### src/rtl/bit_pixel_pkg.sv
// Shared types and geometry for the bit-pixel writer/reader pair.
// Both ends derive buffer layout from the same localparams so they agree on addressing.
package bit_pixel_pkg;

    typedef enum logic [1:0] {
        ST_WAIT_SOF,
        ST_WRITING,
        ST_PUBLISH
    } writer_state_t;

    typedef enum logic [1:0] {
        REG_LEFT,
        REG_CENTERLEFT,
        REG_CENTERRIGHT,
        REG_RIGHT
    } region_t;

    localparam int unsigned THIRD_WIDTH   = 240;
    localparam int unsigned THIRD_HEIGHT  = 480;
    localparam int unsigned BYTES_PER_ROW = THIRD_WIDTH / 8;
    localparam int unsigned THIRD_READS   = THIRD_WIDTH * THIRD_HEIGHT / 8;
    localparam int unsigned ADDR_W        = 15;

    function automatic int unsigned bytes_per_row(input int unsigned width);
        return width / 8;
    endfunction

endpackage

### src/rtl/bit_packer.sv
// Packs a stream of 1-bit pixels into bytes, leftmost pixel in bit 0.
// i_clear restarts packing; when it coincides with i_valid that pixel becomes bit 0.
module bit_packer (
    input  logic       i_clk,
    input  logic       i_rst_n,
    input  logic       i_clear,
    input  logic       i_valid,
    input  logic       i_bit,
    output logic [7:0] o_byte,
    output logic       o_byte_done
);

    logic [7:0] r_shift;
    logic [7:0] w_shift_d;
    logic [7:0] r_byte;
    logic [7:0] w_byte_d;
    logic [7:0] w_base;
    logic [2:0] r_pos;
    logic [2:0] w_pos_d;
    logic [2:0] w_pos;
    logic       r_done;
    logic       w_done_d;

    always_comb begin
        w_base    = i_clear ? 8'h00 : r_shift;
        w_pos     = i_clear ? 3'd0 : r_pos;
        w_shift_d = w_base;
        w_pos_d   = w_pos;
        w_byte_d  = r_byte;
        w_done_d  = 1'b0;
        if (i_valid) begin
            w_base[w_pos] = i_bit;
            if (w_pos == 3'd7) begin
                w_byte_d  = w_base;
                w_done_d  = 1'b1;
                w_shift_d = 8'h00;
                w_pos_d   = 3'd0;
            end else begin
                w_shift_d = w_base;
                w_pos_d   = w_pos + 3'd1;
            end
        end
    end

    always_ff @(posedge i_clk or negedge i_rst_n) begin
        if (!i_rst_n) begin
            r_shift <= 8'h00;
            r_byte  <= 8'h00;
            r_pos   <= 3'd0;
            r_done  <= 1'b0;
        end else begin
            r_shift <= w_shift_d;
            r_byte  <= w_byte_d;
            r_pos   <= w_pos_d;
            r_done  <= w_done_d;
        end
    end

    assign o_byte      = r_byte;
    assign o_byte_done = r_done;

endmodule

### src/rtl/bit_pixel_writer.sv
// Producer side of the double-buffered bit-pixel RAMs: packs a raster of 1-bit pixels
// into per-region bytes and publishes each completed frame by bumping image_number.
module bit_pixel_writer
    import bit_pixel_pkg::*;
#(
    parameter int unsigned third_width  = THIRD_WIDTH,
    parameter int unsigned third_height = THIRD_HEIGHT
) (
    input  logic        pclk,
    input  logic        pclk_reset_n,
    input  logic        pixel_bit,
    input  logic        pixel_sof,
    input  logic        pixel_valid,
    output logic        pixel_ready,
    output logic [3:0]  image_number,
    output logic        frame_error,
    output logic [15:0] wr_address_left,
    output logic [15:0] wr_address_centerleft,
    output logic [15:0] wr_address_centerright,
    output logic [15:0] wr_address_right,
    output logic [7:0]  wr_data_left,
    output logic [7:0]  wr_data_centerleft,
    output logic [7:0]  wr_data_centerright,
    output logic [7:0]  wr_data_right,
    output logic        wr_en_left,
    output logic        wr_en_centerleft,
    output logic        wr_en_centerright,
    output logic        wr_en_right
);

    localparam int unsigned BytesPerRow = bytes_per_row(third_width);
    localparam int unsigned SubW        = $clog2(third_width);
    localparam int unsigned RowW        = (third_height > 1) ? $clog2(third_height) : 1;

    writer_state_t    r_state;
    writer_state_t    w_state_d;
    region_t          r_region;
    region_t          w_region_d;
    region_t          r_wr_region;
    region_t          w_wr_region_d;
    logic [SubW-1:0]  r_subcol;
    logic [SubW-1:0]  w_subcol_d;
    logic [RowW-1:0]  r_row;
    logic [RowW-1:0]  w_row_d;
    logic [ADDR_W-1:0] r_row_base;
    logic [ADDR_W-1:0] w_row_base_d;
    logic [15:0]      r_wr_address;
    logic [15:0]      w_wr_address_d;
    logic             r_buf_index;
    logic             w_buf_index_d;
    logic [3:0]       r_image_number;
    logic [3:0]       w_image_number_d;
    logic             r_frame_error;
    logic             w_frame_error_d;

    logic             w_accept;
    logic             w_sof_take;
    logic             w_pack_valid;
    logic             w_end_subcol;
    logic             w_last;
    logic             w_byte_end;
    logic             w_origin;
    logic [7:0]       w_byte;
    logic             w_byte_done;

    assign pixel_ready  = (r_state != ST_PUBLISH);
    assign w_accept     = pixel_valid && pixel_ready;
    assign w_sof_take   = w_accept && pixel_sof;
    assign w_pack_valid = w_accept && (pixel_sof || (r_state == ST_WRITING));
    assign w_end_subcol = (r_subcol == SubW'(third_width - 1));
    assign w_last       = w_end_subcol && (r_region == REG_RIGHT)
                          && (r_row == RowW'(third_height - 1));
    assign w_byte_end   = (r_state == ST_WRITING) && w_accept && !pixel_sof
                          && (r_subcol[2:0] == 3'd7);
    assign w_origin     = (r_row == '0) && (r_region == REG_LEFT) && (r_subcol == '0);

    always_comb begin
        w_state_d        = r_state;
        w_region_d       = r_region;
        w_subcol_d       = r_subcol;
        w_row_d          = r_row;
        w_row_base_d     = r_row_base;
        w_wr_address_d   = r_wr_address;
        w_wr_region_d    = r_wr_region;
        w_buf_index_d    = r_buf_index;
        w_image_number_d = r_image_number;
        w_frame_error_d  = 1'b0;

        // Any accepted sof lands on col 0 / row 0, so the counters step past it.
        if (w_sof_take) begin
            w_state_d    = ST_WRITING;
            w_subcol_d   = SubW'(1);
            w_region_d   = REG_LEFT;
            w_row_d      = '0;
            w_row_base_d = '0;
        end

        case (r_state)
            ST_WRITING: begin
                if (w_sof_take) begin
                    w_frame_error_d = !w_origin;
                end else if (w_accept) begin
                    if (w_byte_end) begin
                        w_wr_address_d = {r_buf_index,
                                          r_row_base + ADDR_W'(r_subcol >> 3)};
                        w_wr_region_d  = r_region;
                    end
                    if (w_last) begin
                        w_state_d    = ST_PUBLISH;
                        w_subcol_d   = '0;
                        w_region_d   = REG_LEFT;
                        w_row_d      = '0;
                        w_row_base_d = '0;
                    end else if (w_end_subcol) begin
                        w_subcol_d = '0;
                        w_region_d = region_t'(r_region + 2'd1);
                        if (r_region == REG_RIGHT) begin
                            w_row_d      = r_row + RowW'(1);
                            w_row_base_d = r_row_base + ADDR_W'(BytesPerRow);
                        end
                    end else begin
                        w_subcol_d = r_subcol + SubW'(1);
                    end
                end
            end
            ST_PUBLISH: begin
                w_state_d        = ST_WAIT_SOF;
                w_image_number_d = r_image_number + 4'd1;
                w_buf_index_d    = !r_buf_index;
            end
            default: ;
        endcase
    end

    always_ff @(posedge pclk or negedge pclk_reset_n) begin
        if (!pclk_reset_n) begin
            r_state        <= ST_WAIT_SOF;
            r_region       <= REG_LEFT;
            r_subcol       <= '0;
            r_row          <= '0;
            r_row_base     <= '0;
            r_wr_address   <= '0;
            r_wr_region    <= REG_LEFT;
            r_buf_index    <= 1'b0;
            r_image_number <= 4'd0;
            r_frame_error  <= 1'b0;
        end else begin
            r_state        <= w_state_d;
            r_region       <= w_region_d;
            r_subcol       <= w_subcol_d;
            r_row          <= w_row_d;
            r_row_base     <= w_row_base_d;
            r_wr_address   <= w_wr_address_d;
            r_wr_region    <= w_wr_region_d;
            r_buf_index    <= w_buf_index_d;
            r_image_number <= w_image_number_d;
            r_frame_error  <= w_frame_error_d;
        end
    end

    bit_packer u_packer (
        .i_clk       (pclk),
        .i_rst_n     (pclk_reset_n),
        .i_clear     (w_sof_take),
        .i_valid     (w_pack_valid),
        .i_bit       (pixel_bit),
        .o_byte      (w_byte),
        .o_byte_done (w_byte_done)
    );

    // Address and data buses are shared; only the latched region's strobe fires.
    assign wr_en_left        = w_byte_done && (r_wr_region == REG_LEFT);
    assign wr_en_centerleft  = w_byte_done && (r_wr_region == REG_CENTERLEFT);
    assign wr_en_centerright = w_byte_done && (r_wr_region == REG_CENTERRIGHT);
    assign wr_en_right       = w_byte_done && (r_wr_region == REG_RIGHT);

    assign wr_address_left        = r_wr_address;
    assign wr_address_centerleft  = r_wr_address;
    assign wr_address_centerright = r_wr_address;
    assign wr_address_right       = r_wr_address;
    assign wr_data_left           = w_byte;
    assign wr_data_centerleft     = w_byte;
    assign wr_data_centerright    = w_byte;
    assign wr_data_right          = w_byte;

    assign image_number = r_image_number;
    assign frame_error  = r_frame_error;

endmodule
### config.mk
export PLATFORM = sky130hd
export DESIGN_NAME = bit_pixel_writer
export DESIGN_NICKNAME = d
export VERILOG_FILES = /design/src/rtl/bit_pixel_pkg.sv /design/src/rtl/bit_packer.sv /design/src/rtl/bit_pixel_writer.sv
export SDC_FILE = /design/constraint.sdc
export NUM_CORES = 1
export LEC_CHECK = 0
export ABC_AREA = 1
export BUFFER_PORTS_ARGS = -buffer_cell sky130_fd_sc_hd__buf_2
export CAP_MARGIN = 15
export CORE_MARGIN = 5
export CORE_UTILIZATION = 50
export CTS_BUF_LIST = sky130_fd_sc_hd__clkbuf_8
export CTS_CLUSTER_SIZE = 10
export DETAILED_ROUTE_END_ITERATION = 7
export PLACE_DENSITY = 0.75
export SETUP_SLACK_MARGIN = 0.5
export SYNTH_ARGS = -nofsm -noshare
export SYNTH_HDL_FRONTEND = slang
export SYNTH_SLANG_ARGS = --single-unit
### constraint.sdc
create_clock -name pclk -period 2 [get_ports pclk]
set_clock_uncertainty 0.2 [all_clocks]
set_input_delay 0.3 -clock pclk [delete_from_list [all_inputs] [get_ports pclk]]
set_output_delay 0.3 -clock pclk [all_outputs]
set_load 0.005 [all_outputs]
==> results of run 1 <==
-- worst max path at each step --
stage               cells past startpoint       start             endpoint
finish                                 13  r_state[0]          r_region[1]
global route                           13  r_state[0]          r_region[0]
CTS                                    12  r_state[1]  u_packer.r_shift[7]
detailed placement                     13  r_state[1]   u_packer.o_byte[4]
global placement                       14  r_state[0]   u_packer.o_byte[1]
floorplan                              15  r_state[1]   u_packer.o_byte[0]
-- area by class of cell --
| cell class | instances | area, um^2 | area share [%] |
|---|---|---|---|
| multi-input cells | 463 | 3080 | 42.6 |
| clock inverters | 6 | 91.3 | 1.26 |
| flip-flops and latches | 80 | 2010 | 27.8 |
| repair inverters | 2 | 22.5 | 0.311 |
| clock buffers | 10 | 138 | 1.90 |
| well taps | 136 | 170 | 2.35 |
| inverters | 72 | 349 | 4.83 |
| repair buffers | 194 | 1370 | 19.0 |
-- synthesized netlist by cell type --
| cell type | instances | area (um^2) |
|---|---|---|
| a21boi_0 | 1 | 7.51 |
| buf_2 | 11 | 55.1 |
| a21oi_1 | 36 | 180 |
| buf_4 | 72 | 541 |
| a31oi_1 | 5 | 31.3 |
| nor4_1 | 3 | 18.8 |
| o21ai_0 | 25 | 125 |
| nand3_4 | 1 | 17.5 |
| nor2_1 | 32 | 120 |
| clkbuf_2 | 1 | 5.00 |
| o21ai_1 | 30 | 150 |
| buf_6 | 7 | 78.8 |
| fa_1 | 1 | 20.0 |
| nand2_4 | 3 | 33.8 |
| a22oi_1 | 2 | 15.0 |
| nand2_8 | 1 | 20.0 |
| inv_6 | 1 | 8.76 |
| o22ai_1 | 7 | 43.8 |
| inv_1 | 57 | 214 |
| xor2_1 | 7 | 61.3 |
| nor2_2 | 5 | 31.3 |
| a21o_1 | 2 | 15.0 |
| nand3_1 | 62 | 310 |
| a211oi_2 | 1 | 12.5 |
| nor2_8 | 2 | 40.0 |
| nor2_4 | 2 | 22.5 |
| o21bai_1 | 1 | 7.51 |
| clkbuf_1 | 3 | 11.3 |
| clkinv_2 | 1 | 5.00 |
| inv_4 | 2 | 12.5 |
| nand4_1 | 11 | 68.8 |
| dfrtp_1 | 80 | 2000 |
| nor3_1 | 7 | 35.0 |
| nand2_2 | 6 | 37.5 |
| inv_2 | 11 | 41.3 |
| xnor2_1 | 4 | 35.0 |
| ha_1 | 18 | 225 |
| nand2_1 | 188 | 706 |
-- worst max-delay path: cells and delay by family (launching register included) --
kind	cells	cell delay, ns
simple gates	4	0.31
flops	1	0.40
buf+inv	6	0.58
compound gates	2	0.26
fa+ha+maj	1	0.15
-- sequential cells by signal (all words and copies together) (netlist names) --
| register | count |
|---|---|
| u_packer.r_shift | 8 |
| r_state | 2 |
| r_row | 9 |
| u_packer.o_byte_done | 1 |
| r_row_base | 15 |
| r_wr_region | 2 |
| u_packer.r_pos | 3 |
| r_region | 2 |
| u_packer.o_byte | 8 |
| image_number | 4 |
| r_buf_index | 1 |
| wr_address_centerleft | 16 |
| r_subcol | 8 |
| frame_error | 1 |
-- metal layers --
metal | wire (um) | vias to the layer above | global-route usage [%]
met4 | 904 | 0 | 8.33
li1 | - | 2468 | -
met2 | 8590 | 270 | 40.3
met3 | 1180 | 91 | 5.09
met5 | 0 | - | 0
met1 | 6040 | 2543 | 26.2
-- logic make-up (layout without fill, tap and decap cells) --
group                    Yosys count  in the layout  share of synthesized area [%]
AND/OR/NAND/NOR                  323            323                           27.2
buffers and inverters            166            284                           18.1
XOR/XNOR                          11             11                           1.80
adder cells (fa/ha/maj)           19             19                           4.57
AO/OA/AOI/OAI                    110            110                           11.0
flip-flops                        80             80                           37.3
-- power groups by stage --
stage / Clock, mW / Combinational (mW) / Sequential (mW)
final: 1.39 / 2.30 / 2.27
after detailed placement: 0 / 1.64 / 2.23
after floorplan: 0 / 1.35 / 2.13
after global placement: 0 / 1.61 / 2.22
after CTS: 1.41 / 1.92 / 2.21
after global routing: 1.46 / 2.48 / 2.32
-- stage by stage --
step	instance area, um^2	worst slack, ns	total power, mW	hold slack (ns)	utilization [%]
2_1_floorplan	5530	-0.0557	3.48	-0.196	-
3_3_place_gp	5760	0.0217	3.83	0.0131	55.3
3_5_place_dp	5760	-0.0607	3.87	0.0186	55.3
4_1_cts	6740	0.0322	5.54	0.0694	64.7
5_1_grt	7230	-0.0550	6.25	0.0672	69.4
6_report	7230	0.00124	5.96	0.0796	69.4
-- repair_timing --
item                       CTS  global route
hold endpoints to repair    80             0
resized for setup           96           100
pin swaps                   36            43
hold buffers                 1             0
gates cloned                 2             1
setup endpoints to repair   80            80
buffers inserted            38            17
==> results.cfg, run 1 <==
[timing]
max_clock_freq_mhz = 500
timing_hold_violations_final = 0
grt_setup_unrepaired = true
worst_pin_slew_ns = 0.434
slew_viol_final = 0
final-setup-viol-count = 0
fin_tns_setup_ns = 0
timing.final.crit_period_ns = 2.00
portion_of_the_clock_cycle_consumed_by_the_worst_path_in_the_final_layout_pct = 99.9
timing.slew.headroom_pct = 70.8

[floorplan]
fp-row-count = 37
io_pins = 111
starting_density_of_the_core_pct = 51.5
die_height_um = 114
area_of_the_die_mm2 = 0.0129
die_width_um = 114
core_mm2 = 0.0104

[worst_setup_path]
crit_required_ns = 2.09
crit_path_end_kind = flop
setup.worst_path.class = reg2reg
timing.reg2reg.worst_path_depth = 13
critical_path.slowest_cell = dfrtp_1
crit_chain = inv_2, ha_4, inv_6, nand2_8, inv_8, nand2_8, buf_4, buf_8, buf_4, nand2_2, o21ai_1, nand2_1, o21ai_1
rr_endpoint = r_region[1]
worst_ep_arrival_time_ns = 2.09
slowest_stage_delay_cp_ns = 0.40
worst_r2r_startpoint = r_state[0]
crit_path_max_fanout = 6
r2r_slack_ns = 0.001
worstSetupStartpointType = flop

[yosys]
synth_seq_area_share_pct = 37.3
synth.ff_latch_count = 80
synthCells = 709
library_cells_used_by_synthesis = 38
synth.cell_area_mm2 = 0.00537
avgSynthCellArea_um2 = 7.57
synth-warning-count = 0
synthesis.nets = 733

[clock_tree]
clkSlewWorstSetupHoldPaths_ns = 0.09
clockBufferDepth = 2
clock-sinks = 80
worst_skew_pair.late_latency_ns = 0.36
total_number_of_h_tree_levels = 3
cts_root_buf = clkbuf_8
tritoncts = done
tritoncts.num_buffers = 9

[min_path]
hold_depth = 3
timing.hold.worst.class = in2reg
worst_hold_path.endpoint = u_packer.r_shift[7]
hold_start = pixel_bit

[placed_design]
place.detailed.hpwl_mm = 9.92
place.port_buffers = 110
placed_cells = 888
gp_routability_congestion = 0.927

[pwr]
p_leak_nw = 3.70
worst_ir_drop_vdd_v = 0.000821
cellPowerDensity_mw_per_mm2 = 825
power.share.clock_pct = 23.3
flop_pwr_share_pct = 38.1
cellInternalPower_mw = 3.64
power.share.switching_pct = 39.0
netSwitchingPower_mw = 2.33
combinationalPowerShare_pct = 38.6

[route]
detail_route.drc_violations = 0
routedWlPerCell_um = 17.3
detail_route.first_pass.iterations = 7
drt-initial-drc-count = 381
viasPerCell = 5.58
totalWireLength_mm = 16.7
drt.antenna.violating_nets = 0
detailroute.via_count = 5372

[finish]
filler_cell_count = 758
layout_common_cells = nand2_1, buf_2, dfrtp_1, buf_4, nand3_1
post_layout_nonfiller_instances = 963
diodes = 0
layout.nets = 846
drive_above_1_share_pct = 46.2
areaGrowthSynthToFinish_pct = 34.8
layout.cells.most_common = nand2_1

[run_status]
run_status = complete, no violations

[global_route]
grt_max_degree = 42
globalRouteTotalUtil_pct = 22.5
grt_antenna_before_repair = 0
globalRouteOverflowTotal = 0
wire_length_of_the_first_global_routing_pass_mm = 23.7
grt_pass1_vias = 4886

[job]
max_cap_viol_count = 0
Note: power is estimated with default switching activity, not from simulation.
==> inputs of run 2 (changes only) <==
ABC_AREA = not set   (was 1)
==> run 2 against run 1 <==
The flow now finishes with violations (setup timing). Clock-buffer cell count shrank 1. Non-clock buffer count grew 63. Total power shrank 10%. Flip-flop and latch count is the same. Synthesized cell count shrank 24%. Sequential power shrank 11%. Critical path depth shrank 3. Highest routed layer unchanged. Worst hold slack gained 0.13 ns. Cell area grew 2.5%. Fmax shrank 9.6%. Worst setup slack lost 0.21 ns.
==> results.cfg, run 2 <==
[run_status]
run_status = finished, violations left
failed_checks = setup timing

[pwr]
cellInternalPower_mw = 3.53
cellPowerDensity_mw_per_mm2 = 723
flop_pwr_share_pct = 37.8
worst_ir_drop_vdd_v = 0.000645
power.share.clock_pct = 24.3
netSwitchingPower_mw = 1.82
power.share.switching_pct = 34.0
combinationalPowerShare_pct = 38.0
p_leak_nw = 3.71

[finish]
post_layout_nonfiller_instances = 850
layout.nets = 737
filler_cell_count = 581
areaGrowthSynthToFinish_pct = 48.9
reg_area_mm2 = 0.00201
layout.cells.most_common = buf_2
final_area_mm2 = 0.00741
drive_above_1_share_pct = 57.0
flip_flop_count_of_the_largest_register_after_layout = 16
diodes = 0
layout_common_cells = buf_2, buf_4, dfrtp_1, buf_6, nand2_1
multi_input_comb_area_mm2 = 0.00305

[timing]
portion_of_the_clock_cycle_consumed_by_the_worst_path_in_the_final_layout_pct = 110
fin_tns_setup_ns = -6.28
max_clock_freq_mhz = 453
final-setup-viol-count = 53
grt_setup_unrepaired = true
worst_pin_slew_ns = 0.496
setup_slack_ns = -0.210
hold_ws_ns = 0.213
timing.slew.headroom_pct = 66.6
timing_hold_violations_final = 0
slew_viol_final = 0
timing.final.crit_period_ns = 2.21

[global_route]
grt_max_degree = 38
globalRouteTotalUtil_pct = 24.0
globalRouteOverflowTotal = 0
grt_antenna_before_repair = 0
wire_length_of_the_first_global_routing_pass_mm = 22.6
grt_pass1_vias = 4571

[yosys]
synthCells = 540
synthDominantAreaCellType = dfrtp_1
yosys_most_used_dff = dfrtp_1
synthDominantCellAreaShare_pct = 40.2
synth_top_cells_by_count = dfrtp_1, buf_4, nand2_1
synthesis.nets = 564
synth_seq_area_share_pct = 40.2
library_cells_used_by_synthesis = 61
avgSynthCellArea_um2 = 9.22
synth.area.top_cells = dfrtp_1, buf_4, ha_1
synth.most_common_cell = dfrtp_1
synth.ff_latch_count = 80
synth.cell_area_mm2 = 0.00498
synth-warning-count = 0
synth_edf_count = 0
async_reset_ff_share_pct = 100

[clock_tree]
worst_skew_pair.late_latency_ns = 0.35
total_number_of_h_tree_levels = 3
cts_root_buf = clkbuf_8
clockBufferDepth = 2
clkSlewWorstSetupHoldPaths_ns = 0.08
tritoncts.num_buffers = 9
tritoncts = done
clock-sinks = 80

[worst_setup_path]
worst_r2r_startpoint = r_state[0]
worst_path_dominant_cell_family = simple AND/OR/NAND/NOR gates
critical_path_buf_inv_count = 2
worst_ep_arrival_time_ns = 2.30
setup.worst_path.class = reg2reg
worstSetupStartpointType = flop
slowest_stage_delay_cp_ns = 0.37
crit_chain = inv_1, ha_2, nand2b_4, nor2_4, nor2b_2, ha_2, ha_4, buf_6, nor2_4, a22o_1
crit_required_ns = 2.09
crit_path_max_fanout = 8
r2r_slack_ns = -0.21
crit_path_end_kind = flop
timing.reg2reg.worst_path_depth = 10
critical_path.slowest_cell = dfrtp_1
rr_endpoint = u_packer.r_shift[7]

[route]
viasPerCell = 5.85
totalWireLength_mm = 16.2
detail_route.first_pass.iterations = 5
detailroute.via_count = 4974
drt-initial-drc-count = 288
detail_route.drc_violations = 0
drt.antenna.violating_nets = 0
routedWlPerCell_um = 19.0

[floorplan]
io_pins = 111
starting_density_of_the_core_pct = 51.2
area_of_the_die_mm2 = 0.0121
fp-row-count = 36
core_mm2 = 0.00973
die_height_um = 110
die_width_um = 110

[placed_design]
place_area_mm2 = 0.00596
place_worst_setup_slack_ns = -0.278
placed_cells = 785
gp_routability_congestion = 0.957
place.port_buffers = 110
place.detailed.hpwl_mm = 9.47

[job]
max_cap_viol_count = 0

[min_path]
timing.hold.worst.class = in2async
run 2: changes by cell type in the layout (fill, tap and decap cells not counted), sizes merged, moves of 10 or more:
cell | before | now
nand2 | 198 | 53
buf | 193 | 256
inv | 71 | 19
nand3 | 63 | 16
o21ai | 55 | 39
mux2 | 0 | 13
a21oi | 36 | 26
a22o | 0 | 10
run 2: layout make-up:
type | instances | area share [%]
inverters | 19 | 1.06
repair buffers | 257 | 25.6
well taps | 133 | 2.25
clock buffers | 9 | 1.67
multi-input cells | 346 | 41.1
flip-flops and latches | 80 | 27.1
clock inverters | 6 | 1.15
run 2: power groups by stage:
stage	Sequential, mW	Combinational, mW	Clock (mW)
floorplan	1.99	1.04	0
global placement	2.00	1.45	0
detailed placement	2.02	1.50	0
CTS	2.00	1.82	1.32
global route	2.05	2.17	1.39
finish	2.02	2.03	1.30
run 2: metrics by stage:
stage	util [%]	total power, mW
2_1_floorplan	-	3.03
3_3_place_gp	61.2	3.45
3_5_place_dp	61.2	3.51
4_1_cts	71.5	5.14
5_1_grt	76.2	5.61
6_report	76.2	5.35
run 2: routing by layer:
metal	track usage [%]	vias to the layer above	share of wire, %	wire length (um)
li1	-	2203	-	-
met1	29.1	2425	37	6000
met2	41.3	273	52	8380
met3	3.05	73	6.5	1050
met4	13.0	0	4.6	746
met5	0	-	0	0
run 2: timing repair:
item	4_1_cts	5_1_grt
hold buffers	1	0
pin swaps	55	60
gates cloned	2	0
gates resized for setup	138	82
endpoints found under the setup margin	80	85
setup buffers	32	15
endpoints found under the hold margin	25	0
run 2: cell families (layout without fill, tap and decap cells):
kind of cell / count (synthesis) / count (layout) / synth area share [%]
adders and majority gates: 19 / 19 / 4.93
buffers and inverters: 115 / 291 / 14.5
muxes: 20 / 20 / 4.35
and+or+nand+nor: 176 / 177 / 19.0
DFF: 80 / 80 / 40.2
AOI/OAI and AO/OA: 115 / 115 / 14.4
xor gates and xnor gates: 15 / 15 / 2.64
run 2: worst max path at each step:
stage / start / to / slack (ns) / depth (start not counted)
after floorplan: r_state[0] / u_packer.o_byte[1] / -0.42 / 12
after global placement: r_state[1] / r_row_base[10] / -0.19 / 7
after detailed placement: r_state[1] / r_row_base[11] / -0.28 / 7
after CTS: r_subcol[1] / r_row_base[4] / -0.17 / 7
after global routing: r_state[0] / u_packer.r_shift[7] / -0.31 / 10
final: r_state[0] / u_packer.r_shift[7] / -0.21 / 10
